==> src/rtl/display_arb_pkg.sv <==
// Shared types and helpers for the display arbiter.
//   arb_state_t : arbiter FSM states
//   digits_t    : four packed BCD/hex digits {d3,d2,d1,d0}
//   rr_pick     : round-robin one-hot pick, scanning upward from ptr modulo n
package display_arb_pkg;

    typedef enum logic {IDLE, HOLD} arb_state_t;

    typedef logic [15:0] digits_t;

    localparam int unsigned DIGIT_W = 4;
    localparam int unsigned MAX_REQ = 8;

    // First set bit of req at or after ptr, wrapping at n. Bits at or above n are ignored.
    function automatic logic [MAX_REQ-1:0] rr_pick(input logic [MAX_REQ-1:0] req,
                                                   input logic [2:0]         ptr,
                                                   input int unsigned        n);
        logic [MAX_REQ-1:0] pick;
        logic               found;
        int unsigned        j;
        pick  = '0;
        found = 1'b0;
        for (int unsigned k = 0; k < MAX_REQ; k++) begin
            j = (32'(ptr) + k) % n;
            if (k < n && !found && req[j[2:0]]) begin
                pick[j[2:0]] = 1'b1;
                found        = 1'b1;
            end
        end
        return pick;
    endfunction

endpackage

==> src/rtl/rr_picker.sv <==
// Combinational round-robin picker.
//   req     : request vector
//   ptr     : index with highest priority this round
//   win     : one-hot winner (zero if no request)
//   win_idx : binary index of the winner
//   valid   : at least one request present
module rr_picker
    import display_arb_pkg::*;
#(
    parameter int unsigned NUM_REQ = 4,
    parameter int unsigned PTR_W   = $clog2(NUM_REQ)
) (
    input  logic [NUM_REQ-1:0] req,
    input  logic [PTR_W-1:0]   ptr,
    output logic [NUM_REQ-1:0] win,
    output logic [PTR_W-1:0]   win_idx,
    output logic               valid
);

    logic [MAX_REQ-1:0] pick_full;

    always_comb begin
        pick_full = rr_pick(MAX_REQ'(req), 3'(ptr), NUM_REQ);
        win       = pick_full[NUM_REQ-1:0];
        valid     = |pick_full;
        win_idx   = '0;
        for (int unsigned i = 0; i < NUM_REQ; i++) begin
            if (win[i]) win_idx = PTR_W'(i);
        end
    end

endmodule

==> src/rtl/display_arbiter.sv <==
// Shares a 4-digit 7-segment display between NUM_REQ requesters.
// Round-robin grant with a minimum dwell of DWELL_CYCLES per holder; the holder's
// req_data slice is registered onto in3..in0 every cycle while granted.
//   clk, rst  : clock, asynchronous active-high reset
//   req       : level request per requester
//   req_data  : {d3,d2,d1,d0} per requester, requester i at [16i+15:16i]
//   grant     : registered one-hot grant
//   in0..in3  : registered digits to the display driver (in0 rightmost)
//   switched  : one-cycle pulse on every grant change, including to/from none
// Optional build macro DISPLAY_ARB_PREEMPT_EN: req[0] is urgent and interrupts
// any other holder's dwell.
module display_arbiter
    import display_arb_pkg::*;
#(
    parameter int unsigned NUM_REQ      = 4,
    parameter int unsigned DWELL_CYCLES = 50_000_000,
    parameter digits_t     IDLE_DIGITS  = 16'h0000
) (
    input  logic                    clk,
    input  logic                    rst,
    input  logic [NUM_REQ-1:0]      req,
    input  logic [NUM_REQ*16-1:0]   req_data,
    output logic [NUM_REQ-1:0]      grant,
    output logic [DIGIT_W-1:0]      in0,
    output logic [DIGIT_W-1:0]      in1,
    output logic [DIGIT_W-1:0]      in2,
    output logic [DIGIT_W-1:0]      in3,
    output logic                    switched
);

    localparam int unsigned PTR_W = $clog2(NUM_REQ);
    localparam int unsigned CNT_W = $clog2(DWELL_CYCLES);
    localparam logic [CNT_W-1:0] CNT_LAST = CNT_W'(DWELL_CYCLES - 1);
    localparam logic [PTR_W-1:0] PTR_LAST = PTR_W'(NUM_REQ - 1);

`ifdef DISPLAY_ARB_PREEMPT_EN
    localparam bit PREEMPT_EN = 1'b1;
`else
    localparam bit PREEMPT_EN = 1'b0;
`endif

    arb_state_t         state_q, state_d;
    logic [NUM_REQ-1:0] grant_q, grant_d;
    logic [CNT_W-1:0]   cnt_q, cnt_d;
    logic [PTR_W-1:0]   ptr_q, ptr_d;
    digits_t            digits_q, digits_d;
    logic               switched_q, switched_d;

    logic [NUM_REQ-1:0] win;
    logic [PTR_W-1:0]   win_idx;
    logic               win_valid;

    logic holder_req, dwell_done, urgent, keep_urgent;
    logic take_win, go_idle;

    rr_picker #(
        .NUM_REQ (NUM_REQ),
        .PTR_W   (PTR_W)
    ) u_picker (
        .req     (req),
        .ptr     (ptr_q),
        .win     (win),
        .win_idx (win_idx),
        .valid   (win_valid)
    );

    function automatic logic [PTR_W-1:0] ptr_after(input logic [PTR_W-1:0] idx);
        return (idx == PTR_LAST) ? '0 : idx + 1'b1;
    endfunction

    always_comb begin
        state_d    = state_q;
        grant_d    = grant_q;
        cnt_d      = cnt_q;
        ptr_d      = ptr_q;
        switched_d = 1'b0;
        take_win   = 1'b0;
        go_idle    = 1'b0;

        holder_req  = |(req & grant_q);
        dwell_done  = (cnt_q == CNT_LAST);
        // Urgent requester 0 steals the display from anyone else immediately.
        urgent      = PREEMPT_EN && req[0] && !grant_q[0];
        keep_urgent = PREEMPT_EN && req[0] && grant_q[0];

        case (state_q)
            IDLE: begin
                if (win_valid) take_win = 1'b1;
            end
            HOLD: begin
                if (urgent) begin
                    grant_d    = NUM_REQ'(1);
                    ptr_d      = PTR_W'(1);
                    cnt_d      = '0;
                    switched_d = 1'b1;
                end else if (!holder_req) begin
                    if (win_valid) take_win = 1'b1;
                    else           go_idle  = 1'b1;
                end else if (dwell_done) begin
                    cnt_d = '0;
                    // ptr already points past the holder, so win == grant_q means
                    // nobody else is waiting.
                    if (!keep_urgent && win != grant_q) take_win = 1'b1;
                end else begin
                    cnt_d = cnt_q + 1'b1;
                end
            end
            default: go_idle = 1'b1;
        endcase

        if (take_win) begin
            state_d    = HOLD;
            grant_d    = win;
            ptr_d      = ptr_after(win_idx);
            cnt_d      = '0;
            switched_d = 1'b1;
        end
        if (go_idle) begin
            state_d    = IDLE;
            grant_d    = '0;
            cnt_d      = '0;
            switched_d = (grant_q != '0);
        end

        // Digits follow the next holder so they change on the same edge as grant.
        digits_d = IDLE_DIGITS;
        for (int unsigned i = 0; i < NUM_REQ; i++) begin
            if (grant_d[i]) digits_d = req_data[16*i +: 16];
        end
    end

    always_ff @(posedge clk or posedge rst) begin
        if (rst) begin
            state_q    <= IDLE;
            grant_q    <= '0;
            cnt_q      <= '0;
            ptr_q      <= '0;
            digits_q   <= IDLE_DIGITS;
            switched_q <= 1'b0;
        end else begin
            state_q    <= state_d;
            grant_q    <= grant_d;
            cnt_q      <= cnt_d;
            ptr_q      <= ptr_d;
            digits_q   <= digits_d;
            switched_q <= switched_d;
        end
    end

    assign grant    = grant_q;
    assign in0      = digits_q[3:0];
    assign in1      = digits_q[7:4];
    assign in2      = digits_q[11:8];
    assign in3      = digits_q[15:12];
    assign switched = switched_q;

endmodule
==> config.mk <==
export PLATFORM = sky130hd
export DESIGN_NAME = display_arbiter
export DESIGN_NICKNAME = d
export VERILOG_FILES = /design/src/rtl/display_arb_pkg.sv /design/src/rtl/rr_picker.sv /design/src/rtl/display_arbiter.sv
export SDC_FILE = /design/constraint.sdc
export NUM_CORES = 1
export LEC_CHECK = 0
export ABC_AREA = 1
export CAP_MARGIN = 20
export CORE_ASPECT_RATIO = 0.7
export CORE_UTILIZATION = 41
export CTS_CLUSTER_SIZE = 30
export DETAILED_ROUTE_END_ITERATION = 12
export PLACE_DENSITY_LB_ADDON = 0.1
export SYNTH_ARGS = -nofsm -noshare
export SYNTH_HDL_FRONTEND = slang
export SYNTH_HIERARCHICAL = 1
export SYNTH_SLANG_ARGS = --single-unit
export TNS_END_PERCENT = 20
==> constraint.sdc <==
create_clock -name clk -period 3 [get_ports clk]
set_input_delay 0.6 -clock clk [delete_from_list [all_inputs] [get_ports clk]]
set_output_delay 0.6 -clock clk [all_outputs]
set_load 0.05 [all_outputs]
======== Word level (Yosys, flattened, before mapping) ========
Cells that the tools add are included.
cells by class
  $add $sub $neg .......................... 5
  magnitude comparators ................... 8
  eq/ne operators ......................... 3
  muxes and demuxes ....................... 50
  bitwise gates (word level) .............. 5
  reductions and logical operators ........ 17
operators with widths
  operator                                             number
  2-to-1 mux 26 bit                                    5
  2-to-1 mux 16 bit                                    4
  adder 26 x 1 -> 26 bit, second input constant        1
  equality test 26 bit, second input constant          1
  2-to-1 mux 8 bit                                     3
  OR 8 x 4 -> 8 bit                                    3
  2-to-1 mux 1 bit                                     23
  < comparator 2 x 4 -> 1 bit, second input constant   4
  2-to-1 mux 4 bit                                     3
  binary-select mux 1 bit (select 2 bit)               4
  demux 1 bit (select 2 bit)                           4
  >= comparator 2 x 1 -> 1 bit, second input constant  4
  OR reduction 8 bit                                   1
  logical AND 1 bit                                    7
  2-to-1 mux 2 bit                                     3
  nonzero test 3 bit                                   2
  adder 2 x 1 -> 2 bit, second input constant          2
  adder 2 bit, second input constant                   2
  AND 4 bit                                            1
  inequality test 4 bit                                1
  nonzero test 4 bit                                   1
  OR reduction 4 bit                                   1
  zero test 1 bit                                      3
  equality test 2 bit, second input constant           1
  other kinds (4)                                      4
storage, ports and cells
  flip-flop bits (word level) ............. 50
  bits of input ports ..................... 70
  output and inout port bits .............. 21

======== Depth between registers and ports, before layout ========
  depth after elaboration ................. 23
  depth in mapped cells ................... 24
  mapped depth without buffers ............ 23

======== Modules after synthesis ========
The synthesis kept the hierarchy.
by module, submodules not included
  module           instances  cells an instance  area each (µm²)
  display_arbiter  1          410                3015.4
  rr_picker        1          82                 474.2

======== Least setup slack after synthesis ========
No wires, ideal clock.
  path kind ............................... reg2reg
  start ................................... register ptr_q[0]
  end ..................................... register digits_q[13]
  arrival ................................. 2.759 ns
  data required time ...................... 2.884 ns
  setup slack ............................. 0.124 ns
  stages on the path, launching flop included .. 23
  buffers on the path ..................... 1
  clock period less this slack ............ 2.876 ns
  path through ............................ dfrtp_1 -> inv_2 -> ha_1 -> inv_1 -> nand3_1 -> nand2_1 -> nand2_4 -> inv_2 -> nand3_1 -> nand3_2 -> nor2_1 -> nand2_1 -> nor2_1 -> inv_1 -> nand3_4 -> nand2_2 -> nand2_4 -> inv_4 -> buf_6 -> nand3_1 -> nand2_1 -> nand2_1 -> nand2_1
RTL lines
  item                                                                  RTL line                                      source
  start, declared                                                       display_arbiter.sv:45                         logic [PTR_W-1:0] ptr_q, ptr_d;
  start signal, assigned                                                display_arbiter.sv:144                        ptr_q <= ptr_d;
  branches (longest 11 deep; another with < comparator 2 x 4 -> 1 bit)  --
  2-to-1 mux 8 bit *                                                    display_arb_pkg.sv:25                         if (k < n && !found && req[j[2:0]]) begin
  named net win[2]                                                      display_arbiter.sv:49                         logic [NUM_REQ-1:0] win;
  OR reduction 8 bit *                                                  rr_picker.sv:25                               valid = |pick_full;
  named net win_valid                                                   display_arbiter.sv:51                         logic win_valid;
  2-to-1 mux 1 bit                                                      display_arbiter.sv:88, display_arbiter.sv:97
  2-to-1 mux 1 bit                                                      display_arbiter.sv:96                         end else if (!holder_req) begin
  case mux 1 bit (2 select lines)                                       display_arbiter.sv:86                         case (state_q)
  2-to-1 mux 4 bit                                                      display_arbiter.sv:111                        if (take_win) begin
  2-to-1 mux 4 bit *                                                    display_arbiter.sv:118                        if (go_idle) begin
  2-to-1 mux 16 bit (3 in a row)                                        display_arbiter.sv:128                        if (grant_d[i]) digits_d = req_data[16*i +: 16];
  2-to-1 mux 16 bit *                                                   display_arbiter.sv:128
  named net digits_d[13]                                                display_arbiter.sv:46                         digits_t digits_q, digits_d;
  end signal, assigned                                                  display_arbiter.sv:145                        digits_q <= digits_d;
  end, declared                                                         display_arbiter.sv:46
Mark *: on every way through the listed nets, which the timed path passes. The select of a mux whose other input is x is not followed.
A chain may end at the register's enable or synchronous reset.

======== Worst setup path in the final report ========
  start ................................... register ptr_q[1]
  end ..................................... register digits_q[5]
on the way
  cells in the longest elaborated chain, start to end .. 23
RTL lines
  item                                                                  RTL line                source
  branches (longest 11 deep; another with < comparator 2 x 4 -> 1 bit)  --
  2-to-1 mux 8 bit *                                                    display_arb_pkg.sv:25
  named net win[1]                                                      display_arbiter.sv:49
  inequality test 4 bit                                                 display_arbiter.sv:103  if (!keep_urgent && win != grant_q) take_win = 1'b1;
  2-to-1 mux 1 bit                                                      display_arbiter.sv:103
  2-to-1 mux 1 bit                                                      display_arbiter.sv:99   end else if (dwell_done) begin
  2-to-1 mux 1 bit                                                      display_arbiter.sv:96
  case mux 1 bit (2 select lines)                                       display_arbiter.sv:86
  2-to-1 mux 4 bit                                                      display_arbiter.sv:111
  2-to-1 mux 4 bit *                                                    display_arbiter.sv:118
  2-to-1 mux 16 bit (3 in a row)                                        display_arbiter.sv:128
  2-to-1 mux 16 bit *                                                   display_arbiter.sv:128
  named net digits_d[5]                                                 display_arbiter.sv:46
Marks and branches as above.

==> results.md <==
- The run finished, with violations left.
- The checks that failed: design-rule violations.
- Counting both buffers and inverters, the worst setup path holds a total of 5.
- The detailed router put a total of ~4600 microns of wire on met1.
- The worst register-to-register path begins at ptr_q[1]$_DFFE_PP0P_.
- The cell count after synthesis is ~490.
- In this run the worst path has a maximum fanout of 33.
- The post-detailed-placement half-perimeter wirelength is roughly 7200 microns.
- The setup fix buffers added after clock tree synthesis is 0.
- The number of hold-slack violations in the final timing report came to 0.
- The endpoint of the most critical register-to-register path is digits_q[5]$_DFF_PP0_.
- For this run, the top clock speed supported by timing is between 300 and 400 MHz.
- The finished layout holds approximately 700 standard cells, fillers aside.
- The tree is rooted in a sky130_fd_sc_hd__clkbuf_16.
- For hold timing, the worst endpoint is cnt_q[11]$_DFFE_PP0P_.
- The number of distinct library cell variants in the gate-level netlist after synthesis is 43.
- In this run, the number of DRC markers left after iteration 0 of detailed routing was 240.
- The count of buffers added on input and output ports is 90.
- TritonCTS created 5 clock buffers.
- Counting along the longest clock path gives a buffer depth of 2.
- During synthesis, Yosys emitted a total of 6 warnings.
- The startpoint identified for the worst hold timing path is cnt_q[11]$_DFFE_PP0P_.
- The initial antenna violation count is 0.
- The count of endpoints failing setup in the final report is 0.
- For the worst flop-to-flop path, the logic depth is 23.
- In this design, the stage delay of the slowest critical-path cell is ~0.38 ns.
- The minimum hold slack is about 0.51 ns.
- The library cells used most frequently in the layout, excluding fill and tap cells, are 145 x sky130_fd_sc_hd__nand2_1, 86 x sky130_fd_sc_hd__clkdlybuf4s50_1, 58 x sky130_fd_sc_hd__inv_1.
- The synthesis-to-layout area growth is 39.6%.
- For the pin with the worst max-slew slack, the measured transition is between 0.5 and 0.6 ns.
- The worst hold path class is reg -> reg.
- The share of the yosys chip area belonging to registers is a little over a third.
- The clock group share of total power is approximately 9.7%.
- The cell occurring most often along the worst timing path is sky130_fd_sc_hd__nand2_1.
- Traced cell by cell, the critical path runs through inv_1 -> ha_4 -> inv_2 -> nand3_1 -> nand2_1 -> nand2_4 -> inv_2 -> nand3_1 -> nand3b_4 -> nand2_1 -> clkinv_1 -> nor2_1 -> nor2_1 -> nand2_1 -> nor2_2 -> nor2_4 -> nand3_1 -> nand2_2 -> buf_12 -> a21oi_1 -> nand2_1 -> nand2_1 -> nand2_1.
- By startpoint and endpoint, the worst setup path is classified as reg -> reg.
- Counting instances, the worst hold path has a depth of 1.
- The fraction of final layout cells sized beyond drive strength 1 is between 10% and 20%.
- The max-cap check violation count is 0.
- Dividing the detail-routed via count by the number of cells gives 4.98.
- The first-pass GRT wire length is between 15000 and 20000 microns.
- The sort of element at the end of the critical path is a register.
- After detailed placement, the design holds a cell count of 694.
- Summed over all layers, the routed wires come to between 9000 and 10000 microns.
- Power spread over the standard cell area amounts to around 1200 mW/mm^2.
- Counting flops with an async set or reset pin after synthesis yields a share of between 90% and 100%.
- In this run, flip-flops and latches consume 16.1% of the power.
- The number of levels the H-tree was split into is 2.
- The total number of placement rows is 27.
- The leading cell type in the layout, fill and taps excluded is sky130_fd_sc_hd__nand2_1.
- On the critical path, the stage with the largest delay is an instance of sky130_fd_sc_hd__dfrtp_1.
- The amount of wire on met2 after detailed routing is approximately 4200 microns.
- The net switching share of the total power is between 50% and 60%.
- The maximum clock skew at final layout is around 0.005 ns.
- Setup repair after global routing left no endpoint under its margin.
- The number of antenna diodes in the final layout is 0.
- The detailed-route via count is ~3500.
- In this run the remaining antenna-violating nets after routing total 0.
- Pin placement for this block handled a little over 90 I/O pins.
- The die boundary width is about 110 microns.
- The final critical-path required period is around 2.7 ns.
- Summing all multi-input logic gate instances after layout gives ~0.0020 sq mm.
- Measured along the y axis, the die boundary spans slightly below 80 microns.
- The area of the die is 0.00889 sq mm.
- The total met3 wirelength after detailed routing is roughly 550 microns.
- For the worst setup path, the data required time is around 3.2 ns.
- Summing all flip-flop and latch instances after layout gives ~0.0013 sq mm.
- The fraction of the cycle the final worst path needs is 90.7%.
- The number of global-route vias before repair came to around 3400.
- Entering global routing, the biggest net connects 34 pins.
- The mapped cell area is 0.00349 sq mm.
- The layout filler cell count is between 700 and 800.
- The count of flip-flops with a built-in enable after synthesis is 0.
- The first-pass iteration count of the detailed router is 8.
- The slack of the worst reg-to-reg path is roughly 0.28 ns.
- Across the VDD grid, the largest voltage drop is between 500 and 600 uV.
- The sum of negative setup slack is 0 ns.
- The top routing layer in use is met4.
- The worst pin sits at a relative slew slack of 63.0%.
- For the worst setup path, the data arrival time is a little under 3 ns.
- The relative contribution of combinational cells to total power is between 70% and 80%.
- Synthesis inferred 50 register bits.
- The detailed-route wire length per cell is roughly 13 microns.
- The nature of the critical path startpoint is a register.
- The final-report max-slew violation count is 0.
- The core area is between 0.008 and 0.009 sq mm.
- The TritonCTS sink count is 50.
- Synthesis produced a netlist with a net count of between 500 and 600.
- The biggest area consumer among synthesized cells is sky130_fd_sc_hd__dfrtp_1.
- The per-instance average area after synthesis is around 7.1 sq um.
- The initial standard-cell utilization of the core is a little over two fifths.
- The clock tree from TritonCTS is built.
- In this run the biggest area consumer among cell types represents 35.9% of the synthesized area.
- After global routing the overflow that remains totals 0.
- The static leakage is between 2 and 2.5 nW.
- The design draws approximately 6 mW.
- After clock tree synthesis, the clock-pin slew on the worst setup and hold paths is approximately 0.07 ns.
- In this run the power spent charging and discharging nets is 3.07 mW.
- The most used flip-flop cell after synthesis is sky130_fd_sc_hd__dfrtp_1.
- Cell internal power was estimated by the tool at a little under 3 mW.
- The clock latency at the later pin of the worst-skew pair is around 0.29 ns.
- The number of remaining DRC errors is 1.
- The congestion estimate from routability-driven global placement came to between 0.8 and 0.9.
- The final-stage net count is approximately 680.
- The global-route usage over all layers is between 20% and 30%.
- The cell type group with the largest total delay on the critical path is simple AND/OR/NAND/NOR gates.
- After synthesis, the cell types taking the most area are sky130_fd_sc_hd__dfrtp_1 36%, sky130_fd_sc_hd__nand2_1 16%, sky130_fd_sc_hd__inv_1 6.5%, sky130_fd_sc_hd__nand3_1 6.3%, sky130_fd_sc_hd__a21oi_1 5.7%.
cell usage after synthesis, drive strengths merged (2+ instances only):
cell type and instances:
xor2 6, nand3b 2, buf 9, clkbuf 4, ha 8, dfrtp 50, o31ai 3, nor2 39
nand4 2, nor3b 2, o21ai 17, a21oi 42, nand3 52, o21a 2, inv 66, nor3 6
nand2 164, o22ai 8, a31oi 2
registers in the layout, indices dropped and copies added (netlist names):
register / cells
ptr_q: 2
switched: 1
state_q: 1
cnt_q: 26
grant: 4
digits_q: 16
repair_timing:
action | 4_1_cts | 5_1_grt
hold buffers | 0 | 0
gates resized for setup | 0 | 16
setup endpoints to repair | 0 | 22
cell type report:
class                   instances  area share [%]
multi-input cells             362            40.0
flip-flops and latches         50            25.7
repair buffers                114            23.4
inverters                      67            5.26
well taps                     101            2.59
clock buffers                   5            2.57
clock inverters                 3           0.437
per-stage QoR:
step           setup slack, ns  area (sq um)  util [%]
2_1_floorplan            0.124          3490         -
3_3_place_gp            -0.221          4670      58.1
3_5_place_dp            -0.268          4670      58.1
4_1_cts                 0.0256          4820      59.9
5_1_grt                0.00870          4870      60.6
6_report                 0.278          4870      60.6
power by group through the flow:
| stage | Sequential, mW | Clock (mW) | Combinational, mW |
|---|---|---|---|
| after floorplan | 1.37 | 0 | 2.63 |
| after global placement | 0.966 | 0 | 4.27 |
| after detailed placement | 0.967 | 0 | 4.29 |
| after CTS | 0.958 | 0.599 | 4.30 |
| after global routing | 0.973 | 0.619 | 4.93 |
| final | 0.957 | 0.576 | 4.42 |
per-layer routing:
metal | track usage [%] | vias to the layer above
met5 | 0 | -
met4 | 4.67 | 0
met3 | 4.89 | 6
met2 | 37.0 | 93
met1 | 31.3 | 1599
li1 | - | 1797
how the worst max path moves through the flow:
stage | to | cells past startpoint | slack, ns | startpoint
finish | digits_q[5]$_DFF_PP0_ | 23 | 0.28 | ptr_q[1]$_DFFE_PP0P_
global route | digits_q[8]$_DFF_PP0_ | 23 | 0.009 | ptr_q[1]$_DFFE_PP0P_
CTS | digits_q[5]$_DFF_PP0_ | 22 | 0.03 | req[3]
detailed placement | digits_q[5]$_DFF_PP0_ | 20 | -0.27 | req[3]
global placement | digits_q[5]$_DFF_PP0_ | 22 | -0.22 | req[3]
floorplan | digits_q[13]$_DFF_PP0_ | 22 | 0.12 | ptr_q[0]$_DFFE_PP0P_
logic make-up after synthesis:
group	after synthesis	synth area share, %
and+or+nand+nor	268	36.9
adders and majority gates	8	2.87
muxes	1	0.323
AOI/OAI and AO/OA	78	12.8
buffers and inverters	80	9.50
xor gates and xnor gates	7	1.76
DFF	50	35.9
No activity file was read; power rests on OpenSTA's default activity.
